**config.mk**
```make
export PLATFORM = sky130hd
export DESIGN_NAME = block_accum
export DESIGN_NICKNAME = d
export VERILOG_FILES = /design/src/rtl/block_accum.sv
export SDC_FILE = /design/constraint.sdc
export NUM_CORES = 1
export LEC_CHECK = 0
export CELL_PAD_IN_SITES_DETAIL_PLACEMENT = 0
export CELL_PAD_IN_SITES_GLOBAL_PLACEMENT = 1
export CORE_MARGIN = 2
export CORE_UTILIZATION = 44
export CTS_CLUSTER_DIAMETER = 80
export DETAILED_ROUTE_END_ITERATION = 8
export GPL_ROUTABILITY_DRIVEN = 0
export HOLD_SLACK_MARGIN = 0.05
export PLACE_DENSITY = 0.81
export SLEW_MARGIN = 30
export SYNTH_ARGS = -nofsm -noshare
export SYNTH_HDL_FRONTEND = slang
export SYNTH_SLANG_ARGS = --single-unit
export TNS_END_PERCENT = 10
```
**constraint.sdc**
```tcl
create_clock -name clk -period 5.2 [get_ports clk]
set_input_delay 1.04 -clock clk [delete_from_list [all_inputs] [get_ports clk]]
set_output_delay 1.04 -clock clk [all_outputs]
set_load 0.01 [all_outputs]
```
**src/rtl/block_accum.sv**
```systemverilog
// block_accum: streaming block accumulator.
// Sums LEN consecutive signed IN_W-bit samples into one signed OUT_W-bit result.
// Valid/ready on both sides. A result stays in the output holding register until
// the consumer takes it, and the input stalls while that result is pending.
// Optional build macro BLOCK_ACCUM_SAT_EN: saturating accumulation. When it is
// undefined, the sum wraps modulo 2^OUT_W. out_ovf reports overflow in both builds.
//
// Handshake: a transfer happens on a rising edge where valid and ready are both
// high. The producer holds data stable while valid && !ready. out_data/out_ovf
// change only when a block completes.
module block_accum #(
  parameter int IN_W  = 8,
  parameter int OUT_W = 16,
  parameter int LEN   = 4
) (
  input  logic             clk,
  input  logic             rst,
  input  logic             in_valid,
  output logic             in_ready,
  input  logic [IN_W-1:0]  in_data,
  output logic             out_valid,
  input  logic             out_ready,
  output logic [OUT_W-1:0] out_data,
  output logic             out_ovf
);

  localparam int CNT_W = $clog2(LEN + 1);
  localparam logic [CNT_W-1:0] LAST = CNT_W'(LEN - 1);
  localparam logic [OUT_W-1:0] SAT_MAX = {1'b0, {(OUT_W-1){1'b1}}};
  localparam logic [OUT_W-1:0] SAT_MIN = {1'b1, {(OUT_W-1){1'b0}}};

  logic [OUT_W-1:0] acc;
  logic [CNT_W-1:0] cnt;
  logic             ovf_acc;

  logic [OUT_W-1:0] sample_ext;
  logic [OUT_W-1:0] sum_wrap;
  logic [OUT_W-1:0] sum;
  logic             this_ovf;
  logic             accept;
  logic             block_end;

  // The whole input stalls while an untaken result is held.
  assign in_ready  = ~(out_valid & ~out_ready);
  assign accept    = in_valid & in_ready;
  assign block_end = accept & (cnt == LAST);

  // Sign-extend the sample, add, and detect signed overflow. Overflow means both
  // operands have the same sign and the sum has the other sign.
  always_comb begin
    sample_ext = {{(OUT_W-IN_W){in_data[IN_W-1]}}, in_data};
    sum_wrap   = acc + sample_ext;
    this_ovf   = (acc[OUT_W-1] == sample_ext[OUT_W-1]) &&
                 (sum_wrap[OUT_W-1] != acc[OUT_W-1]);
`ifdef BLOCK_ACCUM_SAT_EN
    // Clamp toward the sign of the operands. Later opposite-sign samples then
    // add normally from the clamped value.
    if (this_ovf) begin
      sum = acc[OUT_W-1] ? SAT_MIN : SAT_MAX;
    end else begin
      sum = sum_wrap;
    end
`else
    sum = sum_wrap;
`endif
  end

  // Accumulator, sample counter and sticky overflow for the block in progress.
  always_ff @(posedge clk) begin
    if (rst) begin
      acc     <= '0;
      cnt     <= '0;
      ovf_acc <= 1'b0;
    end else if (accept) begin
      if (block_end) begin
        acc     <= '0;
        cnt     <= '0;
        ovf_acc <= 1'b0;
      end else begin
        acc     <= sum;
        cnt     <= cnt + CNT_W'(1);
        ovf_acc <= ovf_acc | this_ovf;
      end
    end
  end

  // Output holding register. A block end on the same edge as a take keeps
  // out_valid high with new data, so back-to-back blocks have no bubble.
  always_ff @(posedge clk) begin
    if (rst) begin
      out_valid <= 1'b0;
      out_data  <= '0;
      out_ovf   <= 1'b0;
    end else if (block_end) begin
      out_valid <= 1'b1;
      out_data  <= sum;
      out_ovf   <= ovf_acc | this_ovf;
    end else if (out_valid && out_ready) begin
      out_valid <= 1'b0;
    end
  end

  // SAT_MAX/SAT_MIN are used only in the saturating build.
  logic unused_sat;
  assign unused_sat = ^{SAT_MAX, SAT_MIN};

endmodule

```
Yosys cells after proc, flatten, opt, wreduce, memory -nomap -nowiden
Cells that the tools add are included.
Operators by class
  reduce and logical (&&, ||, !) cells: 3
  add/subtract/negate cells: 2
  eq/ne operators: 3
  bitwise operators: 6
  multiplexer cells: 5
Operators with widths (count)
  16-bit adder: 1
  16-bit two-way mux: 1
  3-bit by 1-bit adder with 3-bit output, second input constant: 1
  1-bit AND: 3
  3-bit by 2-bit equality test with 1-bit output, second input constant: 1
  1-bit two-way mux: 3
  3-bit two-way mux: 1
  1-bit logical AND: 2
  1-bit NOT: 2
  2-bit nonzero test: 1
  1-bit equality test: 1
  1-bit inequality test: 1
  1-bit OR: 1
Storage, ports and cells
  register bits: 38
  input bits: 12

Logic depth before layout (Yosys ltp)
  depth after elaboration: 6
  depth in mapped cells: 8
  mapped depth without buffers: 8

Least setup slack after synthesis
Ideal clock, no wire load.
  path type: input-to-reg
  start point: input in_data[0]
  end point: register acc[14]
  cell stages on the path: 8
  library setup time: 0.116 ns
  buffers on the path: 0
  slack: 2.148 ns
  arrival: 2.936 ns
  cells stage by stage: ha_1 fa_1 a21o_1 a221oi_2 o21a_2 a31oi_2 mux2_4 a31o_1
On the way
  longest elaborated chain between the ends: 2
RTL lines
  start, declared: RTL line 20  | input logic [IN_W-1:0] in_data,
  16-bit adder: RTL line 52  | sum_wrap = acc + sample_ext;
  16-bit two-way mux: RTL line 75  | if (block_end) begin
  end signal, assigned: RTL line 80  | acc <= sum;
  end, declared: RTL line 32  | logic [OUT_W-1:0] acc;
No other way between the ends.
A chain may end at the register's enable or synchronous reset.

Final worst setup path
  start point: input in_data[7]
  end point: register out_data[15]
On the way
  longest elaborated chain between the ends: 1
RTL lines
  16-bit adder: RTL line 52
  end signal, assigned: RTL line 96  | out_data <= sum;
  end, declared: RTL line 23  | output logic [OUT_W-1:0] out_data,
No other way between the ends.

==> metrics <==
Yosys reg bits=38; register area share after synthesis=33.57%; vias per inst=5.517; Endpoint, Worst Hold=out_data[3]$_SDFFE_PP0P_; Die Y=75.76 um; number of synthesized flops with an enable pin=0; fin. max-slew vios=0; Layout area overhead=18.94%; crit-path max cell delay=690 ps; H-tree levels=2; cell with the most instances after synthesis=dfxtp_1; CTS tree=yes; status=finished, final reports clean; largest net degree at the start of global routing=42; deepest clock path buffer count=2; PwrDens=just under 300 nW/um^2; Static Leakage=around 1.0 nW; slowest CP cell=clkdlybuf4s50_1; total global routing overflow=0; Mapped Nets=289; clk_lat worst skew=300 ps; fin nets=317; Total GRT Usage=19.84%; post-route setup TNS=0 ps; commonest cells in the netlist=dfxtp_1 (38), nand2_1 (25), a21oi_1 (23), nor2_1 (23), ha_1 (17); Post-synth ARST share=0%; Critical Path AT=3730 ps; post-synth top area share=33.57%; antenna-violating nets left=0; Least-Margin Pin Slew=around 640 ps; Setup Skew=9.374 ps; Resize count post-CTS=0; WS Path Type=in -> reg; ys flop type=dfxtp_1; final hold viol count=0; vias in the first global route=approximately 1800; Core ar.=around 5000 um^2; number of max-cap violations=0; worst reg2reg path depth=8; die width=75.76 um; hold path depth=2; flop-to-flop setup slack=~2700 ps; Tmin final=3511 ps; FMAX=0.2848 GHz; CTS Buf Count=5; clock transition at the registers of the reported paths=80 ps; crit path buf inv count=1; clock sinks=38; period utilization=about 68%; Ys Warns=0; critical path capture point type=flip-flop; antenna violations before repair=0; initial core utilization=44.94%; Post-CTS Setup Inserts=0; Initial DRC Count=114; Crit path depth=8; worst r2r src=acc[0]$_SDFFE_PP0P_; DRT Wirelength=5285 um; worst setup margin=1689 ps; hold path start=out_data[3]$_SDFFE_PP0P_; Top Ports=31; Avg Inst Size Synth=about 8.7 um^2; Syn Inst Count=roughly 260; synth top area cells=dfxtp_1 (34%), ha_1 (9.4%), a21oi_1 (5.1%); area of the mapped netlist=2266 um^2; site row count=26; Hold Crit Class=reg -> reg; I/O Buffers=30; Pre-Repair DR Iteration Count=4; RSZ-0062 raised after global routing=false; hold buffers post-CTS=0; max_slew headroom=57.06%; crit-path leading delay family=compound AO/OA/AOI/OAI gates; crit-path max FO=13; Synth area leader=dfxtp_1; detailed-placement wirelength estimate=between 3000 and 4000 um; Required @ worst endpoint=approximately 5400 ps; Root Driver=clkbuf_8; drt drc=0; Netlist cell types=56; final setup fails=0; CP Cell Sequence=clkdlybuf4s50_1 > ha_1 > a21o_1 > a21o_2 > a221oi_1 > o31ai_4 > xnor3_1 > a211oi_2; routed len/inst=14.76 um; RR Endpoint=acc[14]$_SDFFE_PP0P_; Total Die Area=5740 um^2; DR vias=around 2000; crit path from=in_data[7]; layout cells sized above 1=9.375%; # diodes=0; first-pass GRT wire length=8652 um; Peak VDD IR=around 0.20 mV; Critical Path Start Type=primary input; pre-CTS WS=1391 ps
## through the flow
step / hold slack (ps) / utilization, % / power (mW) / std cells / instance area, um^2
2_1_floorplan: 425.7 / - / 0.5288 / 259 / 2266
3_3_place_gp: 439.4 / 51.56 / 0.5786 / 350 / 2600
3_5_place_dp: 448.5 / 51.56 / 0.5806 / 350 / 2600
4_1_cts: 460.4 / 53.45 / 0.7998 / 358 / 2695
5_1_grt: 477.3 / 53.45 / 0.8414 / 358 / 2695
6_report: 455.9 / 53.45 / 0.7929 / 358 / 2695
## worst reg2reg max path: cells and delay by family, from the launching register on
family,cells,cell delay (ps)
AOI/OAI and AO/OA,5,1140
adders and majority gates,2,650
DFF,1,320
muxes,1,320
## state kept, by name (all words and copies together), names as in the netlist
signal	count
acc	16
out_data	16
cnt	3
out_ovf	1
out_valid	1
ovf_acc	1
## worst max path at each step
stage                                endpoint  slack, ps
finish              out_data[15]$_SDFFE_PP0P_       1690
global route        out_data[15]$_SDFFE_PP0P_       1530
CTS                 out_data[15]$_SDFFE_PP0P_       1700
detailed placement  out_data[15]$_SDFFE_PP0P_       1390
global placement    out_data[15]$_SDFFE_PP0P_       1480
floorplan                acc[14]$_SDFFE_PP0P_       2150
## report_power, final
| group | internal, mW | switching, mW |
|---|---|---|
| clock | 0.107 | 0.110 |
| combinational | 0.111 | 0.137 |
| sequential | 0.313 | 0.0147 |
## cell type report
type	instances	area (um^2)
flip-flops and latches	38	760.7
well taps	70	87.58
inverters	6	22.52
clock inverters	2	12.51
fillers	500	2347
clock buffers	6	82.58
repair buffers	33	322.8
multi-input cells	203	1406
## metal layers
| layer | GRT usage (%) | up-vias | share of wire, % |
|---|---|---|---|
| li1 | - | 999 | - |
| met1 | 27.09 | 944 | 49 |
| met2 | 31.61 | 25 | 47 |
| met3 | 3.968 | 7 | 2.4 |
| met4 | 5.848 | 0 | 1.2 |
| met5 | 0 | - | 0 |
## cells in the final DEF, fill, tap and decap left out, types with 3 or more instances in the layout
cell             synthesis  final
a211oi_1                 4      4
nand3b_1                10     10
nor3_1                   6      6
a21o_1                   4      4
xnor2_1                 10     10
or3_1                    3      3
clkdlybuf4s50_1          0     30
buf_4                    1      3
nand4_1                  4      4
inv_1                    6      6
a22oi_1                  4      4
and2_1                   4      4
o21ai_0                 14     14
a21oi_1                 23     23
nand3_1                  8      8
nand2_1                 25     25
ha_1                    17     17
dfxtp_1                 38     38
clkbuf_8                 2      6
nor2_1                  23     23
## logic make-up (layout without fill, tap and decap cells)
group,after synthesis,count (layout),share of synthesized area [%]
AO/OA/AOI/OAI,75,75,24.02
XOR/XNOR,13,13,5.632
adder cells (fa/ha/maj),18,18,10.27
buffers and inverters,18,47,4.362
flip-flops,38,38,33.57
multiplexers,2,2,1.104
AND/OR/NAND/NOR,95,95,21.04
Note: power is estimated with default switching activity, not from simulation.
